==> src/rtl/mem_access_pkg.sv <==
// mem_access_pkg: op encodings, FSM states, lane-select constants and decode helpers
package mem_access_pkg;
   typedef enum logic [2:0] {
      OP_LB  = 3'd0,
      OP_LBU = 3'd1,
      OP_LH  = 3'd2,
      OP_LHU = 3'd3,
      OP_LW  = 3'd4,
      OP_SB  = 3'd5,
      OP_SH  = 3'd6,
      OP_SW  = 3'd7
   } op_e;
   typedef enum logic [1:0] {
      ST_IDLE   = 2'd0,
      ST_ACCESS = 2'd1,
      ST_RESP   = 2'd2
   } state_e;
   localparam logic [3:0] SEL_B0 = 4'b1000;
   localparam logic [3:0] SEL_H0 = 4'b1100;
   localparam logic [3:0] SEL_H2 = 4'b0011;
   localparam logic [3:0] SEL_W  = 4'b1111;
   function automatic logic is_byte(op_e op);
      return op inside {OP_LB, OP_LBU, OP_SB};
   endfunction
   function automatic logic is_half(op_e op);
      return op inside {OP_LH, OP_LHU, OP_SH};
   endfunction
   function automatic logic is_store(op_e op);
      return op inside {OP_SB, OP_SH, OP_SW};
   endfunction
   function automatic logic is_misaligned(op_e op, logic [1:0] off);
      return (is_half(op) && off[0]) || (!is_byte(op) && !is_half(op) && off != 2'b00);
   endfunction
endpackage

==> src/rtl/mem_lane_steer.sv <==
// mem_lane_steer: big-endian lane select, store replication and load extraction
module mem_lane_steer
   import mem_access_pkg::*;
(
   input  op_e         i_op,
   input  logic [1:0]  i_off,
   input  logic [31:0] i_wdata,
   input  logic [31:0] i_rdata,
   output logic [3:0]  o_sel,
   output logic [31:0] o_wdata,
   output logic [31:0] o_ldata
);
   logic [7:0]  w_byte;
   logic [15:0] w_half;
   // offset 0 is the most significant lane; halfwords pick the upper or lower half
   always_comb begin
      w_byte  = 8'(i_rdata >> {~i_off, 3'b000});
      w_half  = i_off[1] ? i_rdata[15:0] : i_rdata[31:16];
      o_sel   = is_byte(i_op) ? (SEL_B0 >> i_off) : is_half(i_op) ? (i_off[1] ? SEL_H2 : SEL_H0) : SEL_W;
      o_wdata = is_byte(i_op) ? {4{i_wdata[7:0]}} : is_half(i_op) ? {2{i_wdata[15:0]}} : i_wdata;
      o_ldata = (i_op == OP_LB)  ? {{24{w_byte[7]}}, w_byte} :
                (i_op == OP_LBU) ? {24'h0, w_byte} :
                (i_op == OP_LH)  ? {{16{w_half[15]}}, w_half} :
                (i_op == OP_LHU) ? {16'h0, w_half} : i_rdata;
   end
endmodule

==> src/rtl/mem_access_unit.sv <==
// mem_access_unit: CPU load/store sequencer onto a word-wide RAM port with wait states
module mem_access_unit
   import mem_access_pkg::*;
#(
   parameter int unsigned WAIT_CYCLES = 0
) (
   input  logic        clk,
   input  logic        rst_n,
   input  logic        req_valid,
   output logic        req_ready,
   input  logic [2:0]  req_op,
   input  logic [31:0] req_addr,
   input  logic [31:0] req_wdata,
   output logic        resp_valid,
   output logic [31:0] resp_rdata,
   output logic        resp_err,
   output logic        busy,
   output logic        mem_ce,
   output logic        mem_we,
   output logic [31:0] mem_addr,
   output logic [3:0]  mem_sel,
   output logic [31:0] mem_data_o,
   input  logic [31:0] mem_data_i
);
   state_e      r_state, w_next;
   op_e         r_op;
   logic [31:0] r_addr, r_wdata, r_rdata;
   logic [3:0]  r_cnt;
   logic        r_err;
   logic        w_accept, w_last;
   logic [3:0]  w_sel;
   logic [31:0] w_wdata, w_ldata;

   assign w_accept = req_valid && (r_state == ST_IDLE);
   assign w_last   = (r_cnt == 4'(WAIT_CYCLES));

   mem_lane_steer u_steer (
      .i_op    (r_op),
      .i_off   (r_addr[1:0]),
      .i_wdata (r_wdata),
      .i_rdata (mem_data_i),
      .o_sel   (w_sel),
      .o_wdata (w_wdata),
      .o_ldata (w_ldata)
   );

   // state register
   always_ff @(posedge clk or negedge rst_n) begin
      if (!rst_n) r_state <= ST_IDLE;
      else        r_state <= w_next;
   end

   // request capture, wait counter and load-data capture on the last access cycle
   always_ff @(posedge clk or negedge rst_n) begin
      if (!rst_n) begin
         r_op    <= OP_LB;
         r_addr  <= '0;
         r_wdata <= '0;
         r_rdata <= '0;
         r_cnt   <= '0;
         r_err   <= 1'b0;
      end else if (w_accept) begin
         r_op    <= op_e'(req_op);
         r_addr  <= req_addr;
         r_wdata <= req_wdata;
         r_rdata <= '0;
         r_cnt   <= '0;
         r_err   <= is_misaligned(op_e'(req_op), req_addr[1:0]);
      end else if (r_state == ST_ACCESS) begin
         r_cnt <= w_last ? r_cnt : r_cnt + 4'd1;
         if (w_last && !is_store(r_op)) r_rdata <= w_ldata;
      end
   end

   // next state and all outputs; the RAM port is quiet outside ACCESS
   always_comb begin
      w_next     = r_state;
      req_ready  = 1'b0;
      busy       = 1'b1;
      resp_valid = 1'b0;
      resp_rdata = '0;
      resp_err   = 1'b0;
      mem_ce     = 1'b0;
      mem_we     = 1'b0;
      mem_addr   = '0;
      mem_sel    = '0;
      mem_data_o = '0;
      case (r_state)
         ST_IDLE: begin
            req_ready = 1'b1;
            busy      = 1'b0;
            if (req_valid) w_next = is_misaligned(op_e'(req_op), req_addr[1:0]) ? ST_RESP : ST_ACCESS;
         end
         ST_ACCESS: begin
            mem_ce     = 1'b1;
            mem_we     = is_store(r_op);
            mem_addr   = {r_addr[31:2], 2'b00};
            mem_sel    = w_sel;
            mem_data_o = w_wdata;
            if (w_last) w_next = ST_RESP;
         end
         ST_RESP: begin
            resp_valid = 1'b1;
            resp_rdata = r_rdata;
            resp_err   = r_err;
            w_next     = ST_IDLE;
         end
         default: w_next = ST_IDLE;
      endcase
   end
endmodule

==> config.mk <==
export PLATFORM = sky130hd
export DESIGN_NAME = mem_access_unit
export DESIGN_NICKNAME = d
export VERILOG_FILES = /design/src/rtl/mem_access_pkg.sv /design/src/rtl/mem_lane_steer.sv /design/src/rtl/mem_access_unit.sv
export SDC_FILE = /design/constraint.sdc
export NUM_CORES = 1
export LEC_CHECK = 0
export BUFFER_PORTS_ARGS = -buffer_cell sky130_fd_sc_hd__buf_2
export CORE_MARGIN = 10
export CORE_UTILIZATION = 45
export DETAILED_ROUTE_END_ITERATION = 6
export PLACE_DENSITY = 0.73
export SYNTH_ARGS = -nofsm -noshare
export SYNTH_HDL_FRONTEND = slang
export SYNTH_SLANG_ARGS = --single-unit
==> constraint.sdc <==
create_clock -name clk -period 1.62 [get_ports clk]
set_input_delay 0.324 -clock clk [delete_from_list [all_inputs] [get_ports clk]]
set_output_delay 0.324 -clock clk [all_outputs]
set_load 0.005 [all_outputs]
# Yosys cells after proc, flatten, opt, wreduce, memory -nomap -nowiden
# Cells that the tools add are included.
word_totals:
  register_bits: 106
  in_bits: 102
  out_inout_bits: 106
  wordCells: 81
classes:
  n_addsub: 1
  eq_ne: 16
  n_shift: 2
  n_mux: 30
  bitwise_logic: 1
  reduce_logical: 24
ops:
  columns: ["op", "count"]
  rows:
  - ["$mux 32", 12]
  - ["$shr 32x5->8", 1]
  - ["$mux 4", 7]
  - ["$mux 16", 1]
  - ["$eq 3x3->1 const B", 5]
  - ["$reduce_bool 3->1", 5]
  - ["$eq 3x2->1 const B", 4]
  - ["$eq 3x1->1 const B", 2]
  - ["$logic_not 3->1", 2]
  - ["$mux 1", 6]
  - ["$mux 2", 3]
  - ["$ne 2x2->1 const B", 3]
  - ["$reduce_and 2->1", 3]
  - ["$reduce_bool 2->1", 3]
  - ["$logic_and 1x1->1", 5]
  - ["$add 4x1->4 const B", 1]
  - ["$logic_not 4->1", 1]
  - ["$pmux 2 s2", 1]
  - ["$shr 4x2->4 const A", 1]
  - ["$logic_not 1->1", 3]
  - ["$eq 2x1->1 const B", 1]
  - ["$eq 2x2->1 const B", 1]
  - ["$logic_not 2->1", 1]
  - ["$not 2->2", 1]
  - ["$logic_or 1x1->1", 1]

# Logic depth before layout (Yosys ltp)
depth:
  word_depth: 9
  depth_mapped: 8
  depth_no_buf: 6

# Hierarchy
# Synthesis repeated with hierarchy kept, for this count alone.
unflattened:
  cells_unflattened: 782
  area_unflattened_um2: 6376.1
modules_own_cells:
  columns: ["mod", "instances", "cells_per_inst", "area_each_um2", "seq_area_each_um2"]
  rows:
  - ["mem_access_unit", 1, 578, 4887.2, 2652.5]
  - ["mem_lane_steer", 1, 204, 1488.9, 0.0]

# Worst setup path after synthesis
# Ideal clock, no wire load.
synth_path:
  kind: "reg2out"
  start: "register r_op[0]"
  end: "output mem_data_o[30]"
  t_arrival_ns: 1.406
  t_required_ns: 1.296
  path_slack_ns: -0.110
  path_stages_with_launch: 6
  n_path_buf: 2
  cell_sequence: "dfrtp_1 > nor2b_1 > or2_2 > buf_2 > buf_2 > a211oi_1"
synth_between:
  elab_chain_cells: 5
  word_cells_on_any_way: 11
  classes_between: "5 x eq/ne; 3 x mux; 3 x reduce/logical"
synth_rtl:
  columns: ["item", "line_no", "rtl"]
  rows:
  - ["start, declared", "mem_access_unit.sv:26", "op_e r_op;"]
  - ["start signal, assigned", "mem_access_unit.sv:63", "r_op <= op_e'(req_op);"]
  - ["$eq 3x2->1 / $eq 3x3->1 (equally long branches)", "mem_access_pkg.sv:26", "return op inside {OP_LH, OP_LHU, OP_SH};"]
  - ["$reduce_bool 3->1", "mem_access_pkg.sv:26", null]
  - ["$mux 32", "mem_lane_steer.sv:20", "o_wdata = is_byte(i_op) ? {4{i_wdata[7:0]}} : is_half(i_op) ? {2{i_wdata[15:0]}} : i_wdata;"]
  - ["$mux 32 *", "mem_lane_steer.sv:20", null]
  - ["$mux 32 *", "mem_access_unit.sv:88", "case (r_state)"]
  - ["end, declared", "mem_access_unit.sv:22", "output logic [31:0] mem_data_o,"]
# Mark *: on every way between the ends. The rest lies on a longest branch, timed or not.

# Final worst setup path
layout_path:
  start: "register r_op[2]"
  end: "output mem_data_o[25]"
# The elaborated chain is that of the path after synthesis.

==> results.toml <==
[run_status]
outcome = "finished, violations left"
violations = "setup timing"

[worst_setup_path]
path_class = "reg2out"
arrival_ns = 1.76
start_kind = "register"
path_max_fanout = 5
worstSetupEndpointType = "output port"
critical_path_required_ns = 1.30

[floorplanning]
start_util_pct = 45.7
dieArea_sq_um = 17600
core.rowCount = 41
die_width_um = 133
fp.dieH_um = 133
io_pins = 208
core_sq_um = 12500

[detailed_routing]
wire_per_inst_um = 20.2
remaining_drc_errors = 0
drtIter0Drc = 604
viasPerCell = 5.45
postRouteAntennaNets = 0
drt_first_pass_iters = 6
routed_wl_um = 22500
vias = 6063

[global_route]
grt_pass1_vias = 5903
grt_max_degree = 63
grt_antenna_before_repair = 3
grt_pass1_wl_um = 32100
grt.overflow.total = 0
track_usage_pct = 22.5

[synthesis]
ys_ff_latch = 106
ys_seq_area_share_pct = 46.3
synth_top_area_cell = "dfrtp_1"
ys_warn_count = 0
synth.avg_cell_area_sq_um = 8.49
ys_types = 48
synth_top_area_share_pct = 46.3
yosys-top-cells-area = "dfrtp_1 (46%), nand2_1 (15%), and2_1 (7.9%)"
synthCells = 674
synth_edf_count = 0
ys_async_sr_fraction_pct = 100
ys.flop_type = "dfrtp_1"
syn_area_sq_um = 5730

[cells_and_area]
area_growth_pct = 60.8
layout_common_cells = "nand2_1 (211), buf_2 (134), dfrtp_1 (102)"
drive_above_1_share_pct = 47.8
final_common_cell = "nand2_1"
fin_area_sq_um = 9200
post-route-util_pct = 73.5
stdcell_count = 1113
nNetsFinal = 1038

[sta]
period_minus_slack_ns = 2.09
clock.fmax_mhz = 479
finalMaxSlewViolations = 0
setup_viol = 151
worst_slack_ns = -0.466
rsz0062_at_grt = "true"
hold_viol = 0
post-route-period-util_pct = 129
fin_worst_skew_ns = 0.00529

[place]
place_hpwl_um = 13300
gp_congestion = 0.962
dp.cells = 1043
port_buffers = 205
placed_cell_area_sq_um = 7190

[run]
maxCapViolCount = 0

[clocking]
cts_buffer_depth = 2
cts_num_sinks = 106
cts-buffers-inserted = 9
root_buffer = "clkbuf_16"
cts.htree.levels = 3
cts_tree = "yes"
clock_latency_ns = 0.35
clk_pin_slew_worst_paths_ns = 0.07

[hold_path]
hp-class = "in2reg"

[power_and_ir_drop]
peakVddDrop_mv = 0.558
power_density_nw_per_um2 = 1250
fin_total_pwr_w = 0.0115
cellLeakagePower_nw = 4.69
==> worst paths after layout <==
| kind | start | endpoint | slack (ns) | depth (start not counted) |
|---|---|---|---|---|
| max in group asynchronous | rst_n | r_rdata[15]$_DFFE_PN0P_ | 0.59 | 3 |
| setup / recovery | r_op[2]$_DFFE_PN0P_ | mem_data_o[25] | -0.47 | 6 |
| min in group asynchronous | rst_n | r_wdata[4]$_DFFE_PN0P_ | 0.46 | 2 |
| setup reg to reg | r_state[0]$_DFFE_PN0P_ | r_rdata[13]$_DFFE_PN0P_ | -0.13 | 9 |
| hold reg to reg | r_addr[18]$_DFFE_PN0P_ | r_addr[18]$_DFFE_PN0P_ | 0.48 | 2 |
| hold / removal | req_wdata[1] | r_wdata[1]$_DFFE_PN0P_ | 0.15 | 3 |
==> worst max-delay path: stages, from the launching register on <==
cell	delay [ns]
dfrtp_2	0.46
buf_4	0.16
a21bo_2	0.23
mux2_2	0.23
nand2_1	0.06
a21oi_1	0.13
buf_2	0.14
==> synthesized netlist by cell type, types with 2 or more instances <==
library cell    n
ha_1            2
buf_6           3
nand2_1       223
o21ai_0        11
a221oi_1        6
a22o_1          6
nor2b_1         3
buf_2          11
dfrtp_1       106
o2bb2ai_1      20
nor3b_1         2
and2_1         72
clkbuf_1       27
mux2i_1        15
o22ai_1         9
buf_4           4
nand2b_1        4
o311ai_0        2
xnor2_1         2
inv_1           8
nand3_1         5
a21oi_1        57
buf_1           8
o21a_1          8
o2bb2ai_2       3
a21o_1          3
nand4_1         2
nor2_1         24
mux2_2          9
==> report_power, final <==
group	internal (W)	switching (W)
Clock	0.00124	0.000957
Combinational	0.00274	0.00256
Sequential	0.00341	0.000599
==> flip-flops by register name (all words and copies together), names as in the netlist <==
register and flops:
r_addr 32, r_rdata 32, r_wdata 32, r_cnt 4
r_op 3, r_state 2, r_err 1
==> layout make-up <==
cell class | instances | area [sq um]
antenna | 3 | 7.51
clock buffer | 13 | 250
sequential | 106 | 2660
tap | 172 | 215
multi-input combinational | 510 | 3240
fill | 930 | 3310
timing repair buffer | 299 | 2750
inverter | 8 | 42.5
clock inverter | 2 | 37.5
==> cell families after synthesis <==
| logic type | share of synthesized area, % |
|---|---|
| xor+xnor | 0.459 |
| simple gates | 26.9 |
| other cells | 0.0655 |
| flops | 46.3 |
| buf+inv | 4.90 |
| fa+ha+maj | 0.437 |
| compound gates | 16.1 |
| mux | 4.79 |
==> metrics by stage <==
step	setup TNS, ns	worst slack (ns)	hold WS (ns)
after CTS	-27.11	-0.425	0.147
after detailed placement	-5.27	-0.177	0.285
after global placement	-3.71	-0.122	0.288
after global routing	-41.96	-0.530	0.157
final	-32.69	-0.466	0.153
after floorplan	-1.25	-0.0527	0.0284
==> metal layers <==
layer	global-route usage, %	part of all wire (%)
met4	7.70	2.6
met1	28.1	40
met2	36.5	50
met5	0	0.049
met3	6.25	8.3
==> what timing repair did <==
action                     4_1_cts  5_1_grt
buffers inserted                11       23
hold buffers                     1        0
setup endpoints to repair      128      198
gates cloned                    13       10
hold endpoints to repair        26        0
resized for setup              133      128
pin swaps                       41       34
No activity file was read; power rests on OpenSTA's default activity.
